**src/rtl/mem_access_ctrl_pkg.sv**
```systemverilog
// Shared types for the memory-stage sequencer: access sizes, FSM states, dbus request payload.
package mem_access_ctrl_pkg;

  localparam int unsigned XLEN   = 64;
  localparam int unsigned STRB_W = XLEN / 8;

  typedef enum logic [2:0] {
    MSIZE1 = 3'd0,
    MSIZE2 = 3'd1,
    MSIZE4 = 3'd2,
    MSIZE8 = 3'd3
  } msize_t;

  typedef enum logic [1:0] {MA_IDLE, MA_REQ, MA_WAIT, MA_DONE} mem_acc_state_t;

  typedef struct packed {
    logic [XLEN-1:0]   addr;
    msize_t            size;
    logic [STRB_W-1:0] strobe;
    logic [XLEN-1:0]   data;
  } dbus_req_t;

endpackage

```
**src/rtl/mem_access_ctrl_align.sv**
```systemverilog
// Combinational lane steering: misalignment check, store strobe/shift, load shift and extension.
module mem_access_ctrl_align
  import mem_access_ctrl_pkg::*;
(
  input  logic [2:0]        i_offset,
  input  msize_t            i_size,
  input  logic              i_unsigned,
  input  logic [XLEN-1:0]   i_wdata,
  input  logic [XLEN-1:0]   i_rdata,
  output logic              o_misalign_c,
  output logic [STRB_W-1:0] o_strobe_c,
  output logic [XLEN-1:0]   o_wdata_c,
  output logic [XLEN-1:0]   o_rdata_c
);

  logic [5:0]        w_shift;
  logic [XLEN-1:0]   w_raw;
  logic [STRB_W-1:0] w_base;

  always_comb begin
    w_shift      = {i_offset, 3'b000};
    w_raw        = i_rdata >> w_shift;
    o_wdata_c    = i_wdata << w_shift;
    o_misalign_c = 1'b0;
    w_base       = 8'hFF;
    o_rdata_c    = w_raw;
    case (i_size)
      MSIZE1: begin
        w_base    = 8'h01;
        o_rdata_c = i_unsigned ? {56'd0, w_raw[7:0]} : {{56{w_raw[7]}}, w_raw[7:0]};
      end
      MSIZE2: begin
        o_misalign_c = i_offset[0];
        w_base       = 8'h03;
        o_rdata_c    = i_unsigned ? {48'd0, w_raw[15:0]} : {{48{w_raw[15]}}, w_raw[15:0]};
      end
      MSIZE4: begin
        o_misalign_c = |i_offset[1:0];
        w_base       = 8'h0F;
        o_rdata_c    = i_unsigned ? {32'd0, w_raw[31:0]} : {{32{w_raw[31]}}, w_raw[31:0]};
      end
      default: begin
        o_misalign_c = |i_offset;
        w_base       = 8'hFF;
        o_rdata_c    = w_raw;
      end
    endcase
    o_strobe_c = w_base << i_offset;
  end

endmodule

```
**src/rtl/mem_access_ctrl.sv**
```systemverilog
// Memory-stage sequencer: one load/store per M-stage instruction onto the dbus, with pipeline
// stall, flush-drop handling and an optional data_ok watchdog.
module mem_access_ctrl
  import mem_access_ctrl_pkg::*;
#(
  parameter int unsigned TIMEOUT = 0
) (
  input  logic              clk,
  input  logic              reset,
  input  logic              req_valid,
  input  logic              memread,
  input  logic              memwrite,
  input  logic [XLEN-1:0]   addr,
  input  logic [XLEN-1:0]   wdata,
  input  msize_t            msize,
  input  logic              mem_unsigned,
  input  logic              flush,
  output logic              stall,
  output logic              resp_valid,
  output logic [XLEN-1:0]   rdata,
  output logic              misaligned,
  output logic              bus_err,
  output logic              dreq_valid,
  output logic [XLEN-1:0]   dreq_addr,
  output msize_t            dreq_size,
  output logic [STRB_W-1:0] dreq_strobe,
  output logic [XLEN-1:0]   dreq_data,
  input  logic              dresp_addr_ok,
  input  logic              dresp_data_ok,
  input  logic [XLEN-1:0]   dresp_data
);

  localparam int unsigned WDOG_W = (TIMEOUT < 2) ? 1 : $clog2(TIMEOUT);

  mem_acc_state_t    r_state;
  dbus_req_t         r_req;
  logic              r_unsigned;
  logic              r_is_store;
  logic              r_drop;
  logic              r_dreq_valid;
  logic              r_resp_valid;
  logic [XLEN-1:0]   r_rdata;
  logic              r_bus_err;
  logic [WDOG_W-1:0] r_wdog;

  logic              w_idle;
  logic              w_is_mem;
  logic              w_access;
  logic              w_start;
  logic              w_done;
  logic              w_wdog_hit;
  logic [2:0]        w_sel_off;
  msize_t            w_sel_size;
  logic              w_sel_uns;
  logic              w_misalign_c;
  logic [STRB_W-1:0] w_strobe_c;
  logic [XLEN-1:0]   w_wdata_c;
  logic [XLEN-1:0]   w_rdata_c;

  // In IDLE the aligner looks at the live request; afterwards at the latched one.
  assign w_idle     = (r_state == MA_IDLE);
  assign w_sel_off  = w_idle ? addr[2:0] : r_req.addr[2:0];
  assign w_sel_size = w_idle ? msize : r_req.size;
  assign w_sel_uns  = w_idle ? mem_unsigned : r_unsigned;

  mem_access_ctrl_align u_align (
    .i_offset     (w_sel_off),
    .i_size       (w_sel_size),
    .i_unsigned   (w_sel_uns),
    .i_wdata      (wdata),
    .i_rdata      (dresp_data),
    .o_misalign_c (w_misalign_c),
    .o_strobe_c   (w_strobe_c),
    .o_wdata_c    (w_wdata_c),
    .o_rdata_c    (w_rdata_c)
  );

  assign w_is_mem   = req_valid & (memread | memwrite);
  assign w_access   = w_is_mem & ~w_misalign_c;
  assign w_start    = w_idle & w_access & ~flush;
  assign w_done     = dresp_data_ok & ((r_state == MA_WAIT) | dresp_addr_ok);
  assign w_wdog_hit = (TIMEOUT != 0) && (r_wdog == WDOG_W'(TIMEOUT - 1));

  // Stall and misaligned must act in the cycle the instruction is presented.
  assign stall      = reset & (w_start | (r_state == MA_REQ) | (r_state == MA_WAIT));
  assign misaligned = reset & w_idle & w_is_mem & w_misalign_c & ~flush;
  assign resp_valid = r_resp_valid & ~flush;

  assign rdata       = r_rdata;
  assign bus_err     = r_bus_err;
  assign dreq_valid  = r_dreq_valid;
  assign dreq_addr   = r_req.addr;
  assign dreq_size   = r_req.size;
  assign dreq_strobe = r_req.strobe;
  assign dreq_data   = r_req.data;

  always_ff @(posedge clk) begin
    if (!reset) begin
      r_state      <= MA_IDLE;
      r_req        <= '0;
      r_unsigned   <= 1'b0;
      r_is_store   <= 1'b0;
      r_drop       <= 1'b0;
      r_dreq_valid <= 1'b0;
      r_resp_valid <= 1'b0;
      r_rdata      <= '0;
      r_bus_err    <= 1'b0;
      r_wdog       <= '0;
    end else begin
      r_resp_valid <= 1'b0;
      r_bus_err    <= 1'b0;
      case (r_state)
        MA_IDLE: begin
          r_wdog <= '0;
          if (w_start) begin
            r_state      <= MA_REQ;
            r_req.addr   <= addr;
            r_req.size   <= msize;
            r_req.strobe <= memwrite ? w_strobe_c : '0;
            r_req.data   <= w_wdata_c;
            r_unsigned   <= mem_unsigned;
            r_is_store   <= memwrite;
            r_drop       <= 1'b0;
            r_dreq_valid <= 1'b1;
          end
        end
        MA_REQ, MA_WAIT: begin
          r_wdog <= r_wdog + WDOG_W'(1);
          if (flush) r_drop <= 1'b1;
          if (dresp_addr_ok) r_dreq_valid <= 1'b0;
          if (w_done) begin
            r_wdog <= '0;
            r_drop <= 1'b0;
            if (r_drop | flush) begin
              r_state <= MA_IDLE;
            end else begin
              r_state      <= MA_DONE;
              r_resp_valid <= 1'b1;
              r_rdata      <= r_is_store ? '0 : w_rdata_c;
            end
          end else if (w_wdog_hit) begin
            r_state      <= MA_IDLE;
            r_bus_err    <= 1'b1;
            r_drop       <= 1'b0;
            r_dreq_valid <= 1'b0;
            r_wdog       <= '0;
          end else if ((r_state == MA_REQ) && dresp_addr_ok) begin
            r_state <= MA_WAIT;
            r_wdog  <= '0;
          end
        end
        default: begin
          r_state <= MA_IDLE;
          r_wdog  <= '0;
        end
      endcase
    end
  end

endmodule

```
**config.mk**
```make
export PLATFORM = sky130hd
export DESIGN_NAME = mem_access_ctrl
export DESIGN_NICKNAME = d
export VERILOG_FILES = /design/src/rtl/mem_access_ctrl_pkg.sv /design/src/rtl/mem_access_ctrl_align.sv /design/src/rtl/mem_access_ctrl.sv
export SDC_FILE = /design/constraint.sdc
export NUM_CORES = 1
export LEC_CHECK = 0
export ABC_CLOCK_PERIOD_IN_PS = 2700
export CAP_MARGIN = 20
export CORE_MARGIN = 5
export CORE_UTILIZATION = 23
export CTS_BUF_LIST = sky130_fd_sc_hd__clkbuf_4 sky130_fd_sc_hd__clkbuf_8
export CTS_CLUSTER_DIAMETER = 100
export CTS_CLUSTER_SIZE = 24
export DETAILED_ROUTE_END_ITERATION = 6
export PLACE_DENSITY = 0.5
export REMOVE_ABC_BUFFERS = 1
export SYNTH_ARGS = -nofsm -noshare
export SYNTH_HDL_FRONTEND = slang
export SYNTH_SLANG_ARGS = --single-unit
export TNS_END_PERCENT = 1
```
**constraint.sdc**
```tcl
create_clock -name clk -period 2.7 [get_ports clk]
set_clock_uncertainty 0.2 [all_clocks]
set_input_delay 0.27 -clock clk [delete_from_list [all_inputs] [get_ports clk]]
set_output_delay 0.27 -clock clk [all_outputs]
set_load 0.1 [all_outputs]
```
# ---- Yosys cells after proc, flatten, opt, wreduce, memory -nomap -nowiden
# Cells that the tools add are included.
dict set report totals {
  in_bits 204
  n_memories 0
  mem_bits_rw 0
  mem_bits_ro 0
  latchBits 0
  register_bits 210
}
dict set report classes {
  bitwise 19
  n_mux 24
  eq_ne 8
  multipliers 0
  order_cmp 0
  n_reduce_logical 13
  div 0
  shifts 3
  add_sub_neg 0
}
# operator n
set op_table {}
lappend op_table {{2-to-1 mux 64 bit} 4}
lappend op_table {{one-hot mux 64 bit (3 select lines)} 1}
lappend op_table {{left shift 64 x 6 -> 64 bit} 1}
lappend op_table {{right shift 64 x 6 -> 64 bit} 1}
lappend op_table {{one-hot mux 8 bit (3 select lines)} 1}
lappend op_table {{AND reduction 3 bit} 4}
lappend op_table {{bitwise AND 1 bit} 11}
lappend op_table {{2-to-1 mux 2 bit} 4}
lappend op_table {{2-to-1 mux 8 bit} 1}
lappend op_table {{left shift 8 x 3 -> 8 bit} 1}
lappend op_table {{2-to-1 mux 1 bit} 7}
lappend op_table {{2-to-1 mux 3 bit} 2}
lappend op_table {{!= test 3 bit (second input constant)} 2}
lappend op_table {{OR 1 bit} 5}
lappend op_table {{one-hot mux 1 bit (2 select lines)} 2}
lappend op_table {{one-hot mux 2 bit (2 select lines)} 1}
lappend op_table {{AND reduction 2 bit} 2}
lappend op_table {{OR reduction 2 bit} 2}
lappend op_table {{== test 3 x 1 -> 1 bit (second input constant)} 1}
lappend op_table {{== test 3 x 2 -> 1 bit (second input constant)} 1}
lappend op_table {{logical NOT 3 bit} 1}
lappend op_table {{inverter 1 bit} 3}
lappend op_table {{one-hot mux 1 bit (3 select lines)} 1}
lappend op_table {{OR reduction 3 bit} 1}
lappend op_table {{7 further kinds} 7}

# ---- Longest topological paths before layout
dict set report logic_depth {
  word_depth 11
  depth_mapped 13
  depth_no_buf 8
}

# ---- Cells and area by module
# Synthesis repeated with hierarchy kept, for this count alone.
dict set report unflattened {
  hier_cells 1587
  hier_area_um2 12939.9
}
# module cells_each instances area_each_um2 seq_area_each_um2
set modules_own_cells {}
lappend modules_own_cells {mem_access_ctrl 954 1 8314.2 4204.0}
lappend modules_own_cells {mem_access_ctrl_align 633 1 4625.7 0.0}

# ---- Worst setup path before layout
# No wires, ideal clock.
dict set report synth_timing {
  kind {register -> output}
  start {register r_req (netlist bit dreq_size[0])}
  end {output stall}
  path_stages_with_launch 8
  required_ns 2.230
  n_path_buf 2
  arrival_time_ns 3.736
  setup_slack_ns -1.506
  cell_sequence {dfxtp_1 > nor3_1 > or2_2 > a2bb2oi_2 > nand3_2 > buf_2 > buf_2 > a21oi_1}
}
dict set report synth_via {
  elab_chain_cells 10
}
# element line
set synth_rtl {}
lappend synth_rtl {{start: declaration} mem_access_ctrl.sv:36} ;# dbus_req_t r_req;
lappend synth_rtl {{2-to-1 mux 3 bit *} mem_access_ctrl.sv:63} ;# assign w_sel_size = w_idle ? msize : r_req.size;
lappend synth_rtl {{== test 3 x 2 -> 1 bit (tied with other cells)} mem_access_ctrl_align.sv:27} ;# case (i_size)
lappend synth_rtl {{one-hot mux 1 bit (3 select lines) *} mem_access_ctrl_align.sv:27}
lappend synth_rtl {{inverter 1 bit *} mem_access_ctrl.sv:79} ;# assign w_access = w_is_mem & ~w_misalign_c;
lappend synth_rtl {{bitwise AND 1 bit *} mem_access_ctrl.sv:79}
lappend synth_rtl {{bitwise AND 1 bit * (2 in series)} mem_access_ctrl.sv:80} ;# assign w_start = w_idle & w_access & ~flush;
lappend synth_rtl {{OR 1 bit * (2 in series)} mem_access_ctrl.sv:85} ;# assign stall = reset & (w_start | (r_state == MA_REQ) | (r_state == MA_WAIT));
lappend synth_rtl {{bitwise AND 1 bit *} mem_access_ctrl.sv:85}
lappend synth_rtl {{end: declaration} mem_access_ctrl.sv:18} ;# output logic stall,
# Every way passes the cells marked *; elsewhere a longest branch is shown, timed or not.

# ---- Final worst setup path
dict set report layout_timing {
  start {register r_state[0]}
  end {output misaligned}
}
dict set report layout_via {
  elab_chain_cells 6
}
# element line
set layout_rtl {}
lappend layout_rtl {{start: declaration} mem_access_ctrl.sv:35} ;# mem_acc_state_t r_state;
lappend layout_rtl {{start signal: assignment} mem_access_ctrl.sv:99} ;# r_state <= MA_IDLE;
lappend layout_rtl {{start signal: assignment} mem_access_ctrl.sv:116} ;# r_state <= MA_REQ;
lappend layout_rtl {{start signal: assignment} mem_access_ctrl.sv:135} ;# r_state <= MA_IDLE;
lappend layout_rtl {{logical NOT 2 bit *} mem_access_ctrl.sv:61} ;# assign w_idle = (r_state == MA_IDLE);
lappend layout_rtl {{2-to-1 mux 3 bit (on tied branches)} {mem_access_ctrl.sv:63, mem_access_ctrl.sv:62}}
lappend layout_rtl {{== test 3 x 2 -> 1 bit (tied with other cells)} mem_access_ctrl_align.sv:27}
lappend layout_rtl {{one-hot mux 1 bit (3 select lines)} mem_access_ctrl_align.sv:27}
lappend layout_rtl {{bitwise AND 1 bit * (2 in series)} mem_access_ctrl.sv:86} ;# assign misaligned = reset & w_idle & w_is_mem & w_misalign_c & ~flush;
lappend layout_rtl {{end: declaration} mem_access_ctrl.sv:21} ;# output logic misaligned,
# Marks and branches as above.

==> results.json <==
{
  "synth_xor_area_frac": 0,
  "dr.pass1.iters": 5,
  "synth-simple-area-share": 0.2213,
  "synth_seq_cells": 210,
  "cap_viol_max_count": 0,
  "slew_viol_final": 0,
  "r2r_slack_ns": -0.21,
  "clk_latency_ns": 0.55,
  "synth-compound-area-share": 0.2272,
  "first_global_vias": 12660,
  "grt_usage": 0.1853,
  "die_x_um": 232.7,
  "syn2layout_area_growth_pct": 57.47,
  "hold_violations": 0,
  "leakage_nw": 7.416,
  "worst_pin_slew_ns": 0.5727,
  "synth_top_family_by_area": "compound AO/OA/AOI/OAI gates",
  "layout-drive-gt1-share": 0.2807,
  "max_freq_mhz": 315.4,
  "synth_top_area_frac": 0.3684,
  "nets": 2183,
  "port_buffers": 410,
  "period_needed_ns": 3.170,
  "numClockSinks": 210,
  "ys_types": 59,
  "via_count": 12980,
  "final_antenna_net_count": 0,
  "start_util": 0.2326,
  "yosysWarnings": 0,
  "crit_path_start_kind": "register",
  "post-route-period-util": 1.174,
  "required_ns": 2.23,
  "std_cell_rows": 81,
  "synth_area_leader_cell": "dfxtp_1",
  "drc_errors": 0,
  "placed_area_um2": 17040,
  "setup_viol": 145,
  "dp_cells": 2595,
  "fp.dieH_um": 232.7,
  "fin_ws_ns": -0.4704,
  "finalPower_mw": 15.87,
  "final_common_cell": "buf_4",
  "cts_buffers": 14,
  "worst_setup_path_end_kind": "output port",
  "cts_buffer_depth": 3,
  "fin_area_um2": 17970,
  "path_clk_slew_ns": 0.14,
  "antenna_found_initial": 2,
  "power_density_nw_per_um2": 882.9,
  "cts-root-buf": "clkbuf_8",
  "worstHoldStart": "addr[49]",
  "viasPerCell": 4.905,
  "drtIter0Drc": 832,
  "ys_seq_area_frac": 0.3684,
  "finalSetupTns_ns": -12.91,
  "fp.dieArea_um2": 54170,
  "violations": "negative setup slack",
  "hold_class": "input port to register",
  "syn_area_per_cell_um2": 7.789,
  "outcome": "finished with violations",
  "vdd_drop_max_mv": 0.3373,
  "synth_area_um2": 11410,
  "final_cells": 2646,
  "totalWireLength_um": 53640,
  "synthTopCellsByArea": "dfxtp_1 (37%), nand2_1 (12%), a21oi_1 (8.5%)",
  "path_max_fanout": 6,
  "timing.rr.end": "dreq_addr[53]",
  "overflow": 0,
  "h-tree-depth": 1,
  "synthArstFlopShare": 0,
  "grt_pass1_wl_um": 78730,
  "gp_congestion": 0.8838,
  "synth_top_flop_cell": "dfxtp_1",
  "io_pins": 412,
  "mostFrequentLayoutCells": "buf_4 (360), nand2_1 (352), dfxtp_1 (208)",
  "worstPathArrival_ns": 2.70,
  "synthAdderAreaFrac": 0.004386,
  "critical_path_class": "register to output port",
  "min_path_cells": 3,
  "cts_tree": "done",
  "synth_mux_area_frac": 0.1227,
  "relSlewSlack": 0.6182,
  "r2r_cells": 13,
  "synth_edf_count": 0,
  "routedWlPerCell_um": 20.27,
  "dp_hpwl_um": 39890,
  "netlist_instances": 1465,
  "grt_setup_unrepaired": "yes",
  "grt_max_degree": 105,
  "coreArea_um2": 49050,
  "min_to": "dreq_addr[49]",
  "timing.rr.start": "r_state[0]"
}
-- logic make-up (layout without fill, tap and decap cells) --
kind of cell               count (synthesis)  in the layout
adders and majority gates                  4              4
AOI/OAI and AO/OA                        412            412
muxes                                    115            115
buffers and inverters                    139            655
DFF                                      210            210
other                                      1              2
and+or+nand+nor                          584            584
-- layer usage --
| layer | share of wire | global-route usage |
|---|---|---|
| met1 | 0.42 | 0.2349 |
| met2 | 0.47 | 0.3096 |
| met3 | 0.089 | 0.05345 |
| met4 | 0.027 | 0.04910 |
| met5 | 0.00024 | 0 |
-- through the flow --
| stage | hold WS [ns] | utilization | setup WS (ns) |
|---|---|---|---|
| 2_1_floorplan | 0.1773 | - | -5.178 |
| 3_5_place_dp | 0.2439 | 0.3475 | -0.2963 |
| 6_report | 0.04603 | 0.3663 | -0.4704 |
| 3_3_place_gp | 0.2420 | 0.3475 | -0.3022 |
| 5_1_grt | 0.007402 | 0.3663 | -0.5822 |
| 4_1_cts | 0.0001001 | 0.3609 | -0.5244 |
-- where the power goes --
| part | internal (mW) | switching, mW |
|---|---|---|
| combinational | 3.95 | 6.53 |
| sequential | 3.41 | 0.199 |
| clock | 0.569 | 1.22 |
| total | 7.93 | 7.94 |
-- critical path: stages (launching register included) --
cell,delay [ns]
dfxtp_2,0.36
inv_2,0.05
ha_4,0.17
buf_8,0.12
nor3b_4,0.15
or4_4,0.56
a2bb2oi_4,0.16
buf_6,0.14
a21oi_2,0.13
buf_4,0.13
buf_12,0.16
-- sequential cells by signal (all words and copies together), names as in the netlist --
| name | cells |
|---|---|
| dreq_addr | 64 |
| dreq_data | 64 |
| dreq_size | 3 |
| dreq_strobe | 8 |
| dreq_valid | 1 |
| r_drop | 1 |
| r_is_store | 1 |
| r_resp_valid | 1 |
| r_state | 2 |
| r_unsigned | 1 |
| rdata | 64 |
-- cell usage after synthesis (all sizes together), types with 26 or more instances --
cell type and n:
a22oi 34, buf 73, dfxtp 210, nor2 81, o21ai 42, nor3 26, clkbuf 61, nand2 355
nand3 49, mux2i 76, a21oi 194
-- cell type report --
cell class | count | area (um^2)
Antenna cell | 1 | 2.502
Clock buffer | 15 | 206.4
Clock inverter | 7 | 75.07
Fill cell | 5222 | 31080
Inverter | 5 | 21.27
Multi-Input combinational cell | 1116 | 6885
Sequential cell | 210 | 4207
Tap cell | 664 | 830.8
Timing Repair Buffer | 628 | 5741
-- what timing repair did --
| action | 4_1_cts | 5_1_grt |
|---|---|---|
| setup buffers | 8 | 5 |
| endpoints found under the hold margin | 16 | 0 |
| pin swaps | 6 | 15 |
| hold buffers | 16 | 0 |
| endpoints found under the setup margin | 208 | 206 |
| gates resized for setup | 41 | 57 |
-- how the worst max path moves through the flow --
stage                from            end  slack (ns)
2_1_floorplan  r_state[0]      rdata[47]       -5.18
3_3_place_gp      addr[0]  dreq_data[47]       -0.30
3_5_place_dp      addr[0]      rdata[53]       -0.30
4_1_cts        r_state[1]     misaligned       -0.52
5_1_grt        r_state[0]     misaligned       -0.58
6_report       r_state[0]     misaligned       -0.47
Note: power is estimated with default switching activity, not from simulation.
